--- src/rtl/wb_regfile.sv ---
// rtl/wb_regfile.sv - MEM/WB write-back stage with 32x32 register file, bypass and retire counter
module wb_regfile #(
  parameter int DATA_W   = 32,
  parameter int NREGS    = 32,
  parameter int LINK_REG = 31,
  parameter int CNT_W    = 32,
  localparam int AW      = $clog2(NREGS)
) (
  input  logic              clk,
  input  logic              rst_n,
  input  logic              wb_valid,
  input  logic [DATA_W-1:0] wb_alu_res,
  input  logic [DATA_W-1:0] wb_dm_q,
  input  logic [DATA_W-1:0] wb_next_pc,
  input  logic [1:0]        wb_rf_d_sel,
  input  logic [1:0]        wb_rd_sel,
  input  logic [AW-1:0]     wb_rt,
  input  logic [AW-1:0]     wb_rd,
  input  logic [AW-1:0]     id_ra1,
  input  logic [AW-1:0]     id_ra2,
  output logic [DATA_W-1:0] id_rd1,
  output logic [DATA_W-1:0] id_rd2,
  output logic              fwd_we,
  output logic [AW-1:0]     fwd_waddr,
  output logic [DATA_W-1:0] fwd_wdata,
  output logic [CNT_W-1:0]  retired
);

  logic [DATA_W-1:0] regs_q [NREGS];
  logic [CNT_W-1:0]  retired_q, retired_d;
  logic [DATA_W-1:0] wdata;
  logic [AW-1:0]     waddr;
  logic              we;

  always_comb begin
    wdata = '0;
    case (wb_rf_d_sel)
      2'd0:    wdata = wb_alu_res;
      2'd1:    wdata = wb_dm_q;
      2'd2:    wdata = wb_next_pc;
      default: wdata = '0;
    endcase
  end

  always_comb begin
    waddr = '0;
    case (wb_rd_sel)
      2'd0:    waddr = wb_rt;
      2'd1:    waddr = wb_rd;
      2'd2:    waddr = AW'(LINK_REG);
      default: waddr = '0;
    endcase
  end

  // Excluding r0 here keeps it zero in storage and keeps it out of the bypass and forwarding paths.
  assign we = wb_valid && (wb_rf_d_sel != 2'd3) && (wb_rd_sel != 2'd3) && (waddr != '0);

  assign fwd_we    = we;
  assign fwd_waddr = we ? waddr : '0;
  assign fwd_wdata = we ? wdata : '0;

  always_ff @(posedge clk or negedge rst_n) begin
    if (!rst_n) begin
      for (int i = 0; i < NREGS; i++) regs_q[i] <= '0;
    end else if (we) begin
      regs_q[waddr] <= wdata;
    end
  end

  always_comb begin
    if (id_ra1 == '0)                 id_rd1 = '0;
    else if (we && id_ra1 == waddr)   id_rd1 = wdata;
    else                              id_rd1 = regs_q[id_ra1];
  end

  always_comb begin
    if (id_ra2 == '0)                 id_rd2 = '0;
    else if (we && id_ra2 == waddr)   id_rd2 = wdata;
    else                              id_rd2 = regs_q[id_ra2];
  end

  // Counts every valid slot, including stores and branches that never write.
  assign retired_d = wb_valid ? retired_q + CNT_W'(1) : retired_q;

  always_ff @(posedge clk or negedge rst_n) begin
    if (!rst_n) retired_q <= '0;
    else        retired_q <= retired_d;
  end

  assign retired = retired_q;

endmodule
--- config.mk ---
export PLATFORM = sky130hd
export DESIGN_NAME = wb_regfile
export DESIGN_NICKNAME = d
export VERILOG_FILES = /design/src/rtl/wb_regfile.sv
export SDC_FILE = /design/constraint.sdc
export NUM_CORES = 2
export LEC_CHECK = 0
export CAP_MARGIN = 25
export CORE_MARGIN = 2
export CORE_UTILIZATION = 35
export CTS_BUF_LIST = sky130_fd_sc_hd__clkbuf_4 sky130_fd_sc_hd__clkbuf_8
export DETAILED_ROUTE_END_ITERATION = 10
export PLACE_DENSITY = 0.61
export SYNTH_ARGS = -nofsm -noshare
export SYNTH_HDL_FRONTEND = slang
export SYNTH_SLANG_ARGS = --single-unit
--- constraint.sdc ---
create_clock -name clk -period 3.4 [get_ports clk]
set_input_delay 0.68 -clock clk [delete_from_list [all_inputs] [get_ports clk]]
set_output_delay 0.68 -clock clk [all_outputs]
set_load 0.05 [all_outputs]
[Word level (Yosys, flattened, before mapping)]
Index checks and enable logic that the tools add are counted.
Word-level totals
  output and inout bits: 134
  RAM bits: 0
  flip-flop bits (word level): 1056
  bits in latches: 0
  ROM bits: 0
  memories: 0
  logic and storage cells: 77
Cells by class
  equal/unequal tests: 8
  div/mod/pow operators: 0
  order comparisons: 4
  $mul: 0
  shift-type cells: 0
  muxes and demuxes: 17
  add/sub/neg operators: 1
  bitwise operators: 3
  reductions and logical operators: 11
Operators with widths (count)
  bitwise mux 1024 bit: 1
  binary-select mux 32 bit (select 5 bit): 2
  two-way mux 32 bit: 10
  demux 32 bit (select 5 bit): 1
  case mux 32 bit (3 select lines): 1
  adder 32 x 1 -> 32 bit, second input constant: 1
  >= comparator 6 bit, second input constant: 3
  inverter 5 -> 6 bit: 3
  case mux 5 bit (3 select lines): 1
  == test 5 bit: 2
  logical NOT 5 bit: 2
  logical AND 1 bit: 6
  less-than comparator 6 x 1 -> 1 bit, second input constant: 1
  two-way mux 5 bit: 1
  nonzero test 5 bit: 1
  == test 2 x 1 -> 1 bit, second input constant: 2
  == test 2 bit, second input constant: 2
  logical NOT 2 bit: 2
  inequality test 2 bit, second input constant: 2

[Longest topological paths before layout]
  depth after elaboration: 8
  mapped depth: 11
  gate-level depth less buffers: 7

[Worst setup path before layout]
OpenSTA, ideal clock, no wires.
  path kind: input port to output port
  start: input wb_rd_sel[0]
  end: output id_rd2[23]
  setup slack: -0.674 ns
  arrival time: 3.394 ns
  stages on the path: 9
  path through: buf_2 buf_2 nand2_1 and3_1 o41ai_4 nor4_4 buf_2 a211oi_1 a211oi_1
Between the ends
  word-level cells in the longest chain between the ends: 7
  elaborated cells on any way between the ends: 12
  classes of those cells: eq/ne (4); mux (3); reduce/logical (5)
Ends and longest elaborated chain
  start: declaration: RTL line 16  | input logic [1:0] wb_rd_sel,
  == test 2 bit, or another cell as far along: RTL line 47  | case (wb_rd_sel)
  case mux 5 bit (3 select lines): RTL line 47
  nonzero test 5 bit: RTL line 56  | assign we = wb_valid && (wb_rf_d_sel != 2'd3) && (wb_rd_sel != 2'd3) && (waddr != '0);
  logical AND 1 bit: RTL line 56
  logical AND 1 bit *: RTL line 78  | else if (we && id_ra2 == waddr) id_rd2 = wdata;
  two-way mux 32 bit *: RTL line 78
  two-way mux 32 bit *: RTL line 77  | if (id_ra2 == '0) id_rd2 = '0;
  end: declaration: RTL line 22  | output logic [DATA_W-1:0] id_rd2,
Mark *: on every way between the ends. The rest lies on a longest branch, timed or not.

[Final worst setup path]
  start: input wb_rd_sel[0]
  end: output id_rd1[16]
Between the ends
  word-level cells in the longest chain between the ends: 7
  elaborated cells on any way between the ends: 12
  classes of those cells: eq/ne (4); mux (3); reduce/logical (5)
Ends and longest elaborated chain
  == test 2 bit, or another cell as far along: RTL line 47
  case mux 5 bit (3 select lines): RTL line 47
  nonzero test 5 bit: RTL line 56
  logical AND 1 bit: RTL line 56
  logical AND 1 bit *: RTL line 72  | else if (we && id_ra1 == waddr) id_rd1 = wdata;
  two-way mux 32 bit *: RTL line 72
  two-way mux 32 bit *: RTL line 71  | if (id_ra1 == '0) id_rd1 = '0;
  end: declaration: RTL line 21  | output logic [DATA_W-1:0] id_rd1,
Marked as above.

==> Flow_metrics.wiki <==
{| class="wikitable"
! Metric !! Value
|-
| Crit path required time || 2.72 ns
|-
| Number of buffers inserted by port buffering || 256
|-
| Global-route wire length before repair || 325 mm
|-
| First-pass iteration count of the detailed router || 5
|-
| Number of cells on the critical path || 14
|-
| Share of layout cells above drive strength 1 || 26.4%
|-
| Number of distinct standard cells referenced by the synthesized netlist || 50
|-
| Buf/Inv on CP || 9
|-
| Async S/R FF share, synth || 100%
|-
| Synthesized Nets || 5791
|-
| Area of the die || 163000 um^2
|-
| Number of instances in the synthesized netlist || 5667
|-
| Met1 GRT Util || 35.4%
|-
| Source-to-sink clock delay at the later pin of the worst-skew pair || 0.93 ns
|-
| Die H || 404 um
|-
| Final worst-path setup slack || -0.352 ns
|-
| Clock tree from TritonCTS || built
|-
| Last element of the critical path || id_rd1[16]
|-
| Drc violations || 0
|-
| Cell Rows || 146
|-
| Number of cells traversed by the worst hold path || 3
|-
| Post-CTS clock slew at the launch and capture registers of the worst setup and hold paths || 0.06 ns
|-
| Family with the most delay on the worst path || buffers and inverters
|-
| Cell with the largest stage delay on the worst path || o41ai_4
|-
| Slew margin rel. || 42.4%
|-
| Met2 Resource Use GR || 42.0%
|-
| Result of the run || finished with violations
|-
| Post-synth EDFFs || 0
|-
| Failing checks || negative setup slack
|-
| Register bit total from synthesis || 1056
|-
| Placement-stage worst setup slack || -0.956 ns
|-
| Global-route congestion overflow total || 0
|-
| Weighted congestion at the end of routability-driven global placement || 0.889
|-
| Cell area after technology mapping || 56000 um^2
|-
| Die width || 404 um
|-
| Cell at the root of the clock tree || clkbuf_8
|-
| Minimum hold slack || 0.291 ns
|-
| Synthesis warning total || 0
|-
| Share of the core filled with cells in the final layout || 46.2%
|-
| Number of buffers created by CTS || 185
|-
| Top-level I/O count || 257
|-
| Routed via count || 48500
|-
| Placeable core region || 159000 um^2
|-
| Number of H-tree levels || 4
|-
| Post-synthesis average cell area || 9.88 um^2
|-
| Number of endpoints failing setup at the final stage || 65
|-
| Launch point of the worst hold path || wb_valid
|-
| Worst Path Class, Setup || in -> out
|-
| Cell count of the worst reg-to-reg path || 6
|-
| Fin crit period || 3.75 ns
|-
| Setup repair after global routing missed its margin || yes
|-
| Total Power Consumption || 39.4 mW
|-
| Via count of the first global-routing pass || 48300
|-
| Post-synthesis sequential area ratio || 47.2%
|-
| Worst min-delay path class || in -> reg
|-
| Leakage power || 32.5 nW
|-
| GR Util All Layers || 26.8%
|-
| Final worst clock skew || 0.0246 ns
|-
| Pin count of the biggest net entering global routing || 148
|-
| Initial antenna violation count || 7
|-
| Reported max-cap violation count || 0
|-
| Via-per-instance ratio || 5.76
|-
| Met3 demand-to-capacity share in global routing || 5.20%
|-
| Count of final hold-check violations || 0
|-
| Critical path's largest stage delay || 0.35 ns
|-
| Start point of the critical path || wb_rd_sel[0]
|-
| Number of routed nets with antenna violations || 0
|-
| Most Used Layer, Global Route || met2
|-
| Initial drt markers || 4997
|-
| Launch instance of the worst register-to-register path || retired[10]
|-
| CP Cell Sequence || buf_6, buf_6, nand3b_1, nand4_1, buf_4, o41ai_4, buf_4, nor4_4, buf_6, buf_12, buf_16, buf_8, a211oi_4, buf_12
|-
| Setup TNS || -16.28 ns
|-
| Effective utilization at floorplan || 35.3%
|-
| Most used DFF post-synth || dfrtp_1
|-
| Worst vdd ir || 0.000403 V
|-
| Arrival time at the worst endpoint || 3.07 ns
|-
| R2R Setup Slk || 1.33 ns
|-
| Deepest clock path buffer count || 3
|-
| Worst reg2reg endpoint || retired[30]
|-
| Final nets || 6325
|-
| Area growth from synthesis to layout || 30.8%
|-
| Crit share post-route || 110%
|-
| Clock sink count || 1056
|-
| Slew @ Worst Pin || 0.864 ns
|-
| Power density over the cells || 539 nW/um^2
|-
| Routed Wire Length || 226 mm
|-
| Routed wire per std cell || 26.8 um
|-
| Detailed placement HPWL || 145 mm
|-
| Number of slew-limit violations in the final report || 0
|-
| Critical Path End Type || output pin
|-
| Maximum fanout count along the critical path || 6
|-
| Cell type with the highest occurrence count on the critical path || buf_6
|-
| Timing-limited maximum frequency || 267 MHz
|-
| Launching element type of the critical path || input port
|}
## worst min path at each step
stage,endpoint,slack (ns)
after floorplan,regs_q[0],0.38
after CTS,retired[0],0.21
final,retired[0],0.29
after detailed placement,regs_q[1002],0.39
after global routing,retired[0],0.26
after global placement,regs_q[1005],0.38
## repair_timing
item | in CTS | in global routing
setup endpoints to repair | 97 | 208
setup buffers | 57 | 17
hold endpoints to repair | 20 | 0
pin swaps | 80 | 33
gates resized for setup | 194 | 85
cloned | 12 | 13
hold buffers | 1 | 0
## worst min-delay path, delay by kind of cell
family	cells	cell delay [ns]
xor+xnor	1	0.06
buf+inv	2	0.42
## stage by stage
stage / cell area [um^2] / std cells
after CTS: 72600 / 8395
after global placement: 67100 / 7997
final: 73200 / 8419
after floorplan: 56700 / 5667
after global routing: 73200 / 8419
after detailed placement: 67100 / 7997
## where the power goes
group	switching, mW	internal [mW]
Combinational	5.15	4.56
Clock	5.58	7.30
Sequential	1.94	14.9
## cell usage after synthesis (13+ instances only)
cell type | number | area [um^2]
nand4_1 | 40 | 250
mux2_2 | 24 | 270
buf_1 | 30 | 113
clkbuf_1 | 436 | 1640
nand3_1 | 176 | 881
dfrtp_1 | 1056 | 26400
o21ai_0 | 774 | 3870
or3_1 | 13 | 81.3
a21oi_1 | 385 | 1930
a22oi_1 | 183 | 1370
xor2_1 | 14 | 123
a211oi_2 | 40 | 500
mux2i_1 | 541 | 5420
buf_2 | 108 | 541
nand2_1 | 1045 | 3920
a211oi_1 | 56 | 420
nor2_1 | 348 | 1310
mux4_2 | 263 | 5920
xnor2_1 | 19 | 166
## routing by layer
layer | vias up | routed length [um] | share of wire [%]
li1 | 21200 | - | -
met2 | 2438 | 103000 | 45
met4 | 2 | 13400 | 5.9
met1 | 24200 | 90200 | 40
met3 | 627 | 19700 | 8.7
met5 | - | 13 | 0.0058
## registers in the layout (all words and copies together) (netlist names)
name / cells
regs_q: 1024
retired: 32
## cell type report
type                            count  area [um^2]
Fill cell                       14500        85300
Clock buffer                      297         3810
Multi-Input combinational cell   4013        28900
Inverter                           13         51.3
Antenna cell                        1         2.50
Clock inverter                     35          285
Timing Repair Buffer              932        11200
Tap cell                         2072         2590
Sequential cell                  1056        26400
## cells in the final DEF, fill, tap and decap left out, drive strengths merged, types with 176 or more instances in the layout
master / count
a22oi: 183
buf: 777
clkbuf: 307
o21ai: 777
mux2i: 541
nand3: 176
a21oi: 385
nor2: 351
nand2: 1045
mux4: 263
dfrtp: 1056
## cells by family (layout without fill, tap and decap cells)
| family | Yosys count | count (layout) | share of synthesized area [%] |
|---|---|---|---|
| adder cells (fa/ha/maj) | 1 | 1 | 0.0223 |
| buffers and inverters | 598 | 1277 | 4.32 |
| flip-flops | 1056 | 1056 | 47.2 |
| multiplexers | 828 | 828 | 20.7 |
| AO/OA/AOI/OAI | 1473 | 1473 | 15.0 |
| AND/OR/NAND/NOR | 1678 | 1678 | 12.2 |
| other | 0 | 1 | 0 |
| XOR/XNOR | 33 | 33 | 0.516 |
No activity file was read; power rests on OpenSTA's default activity.
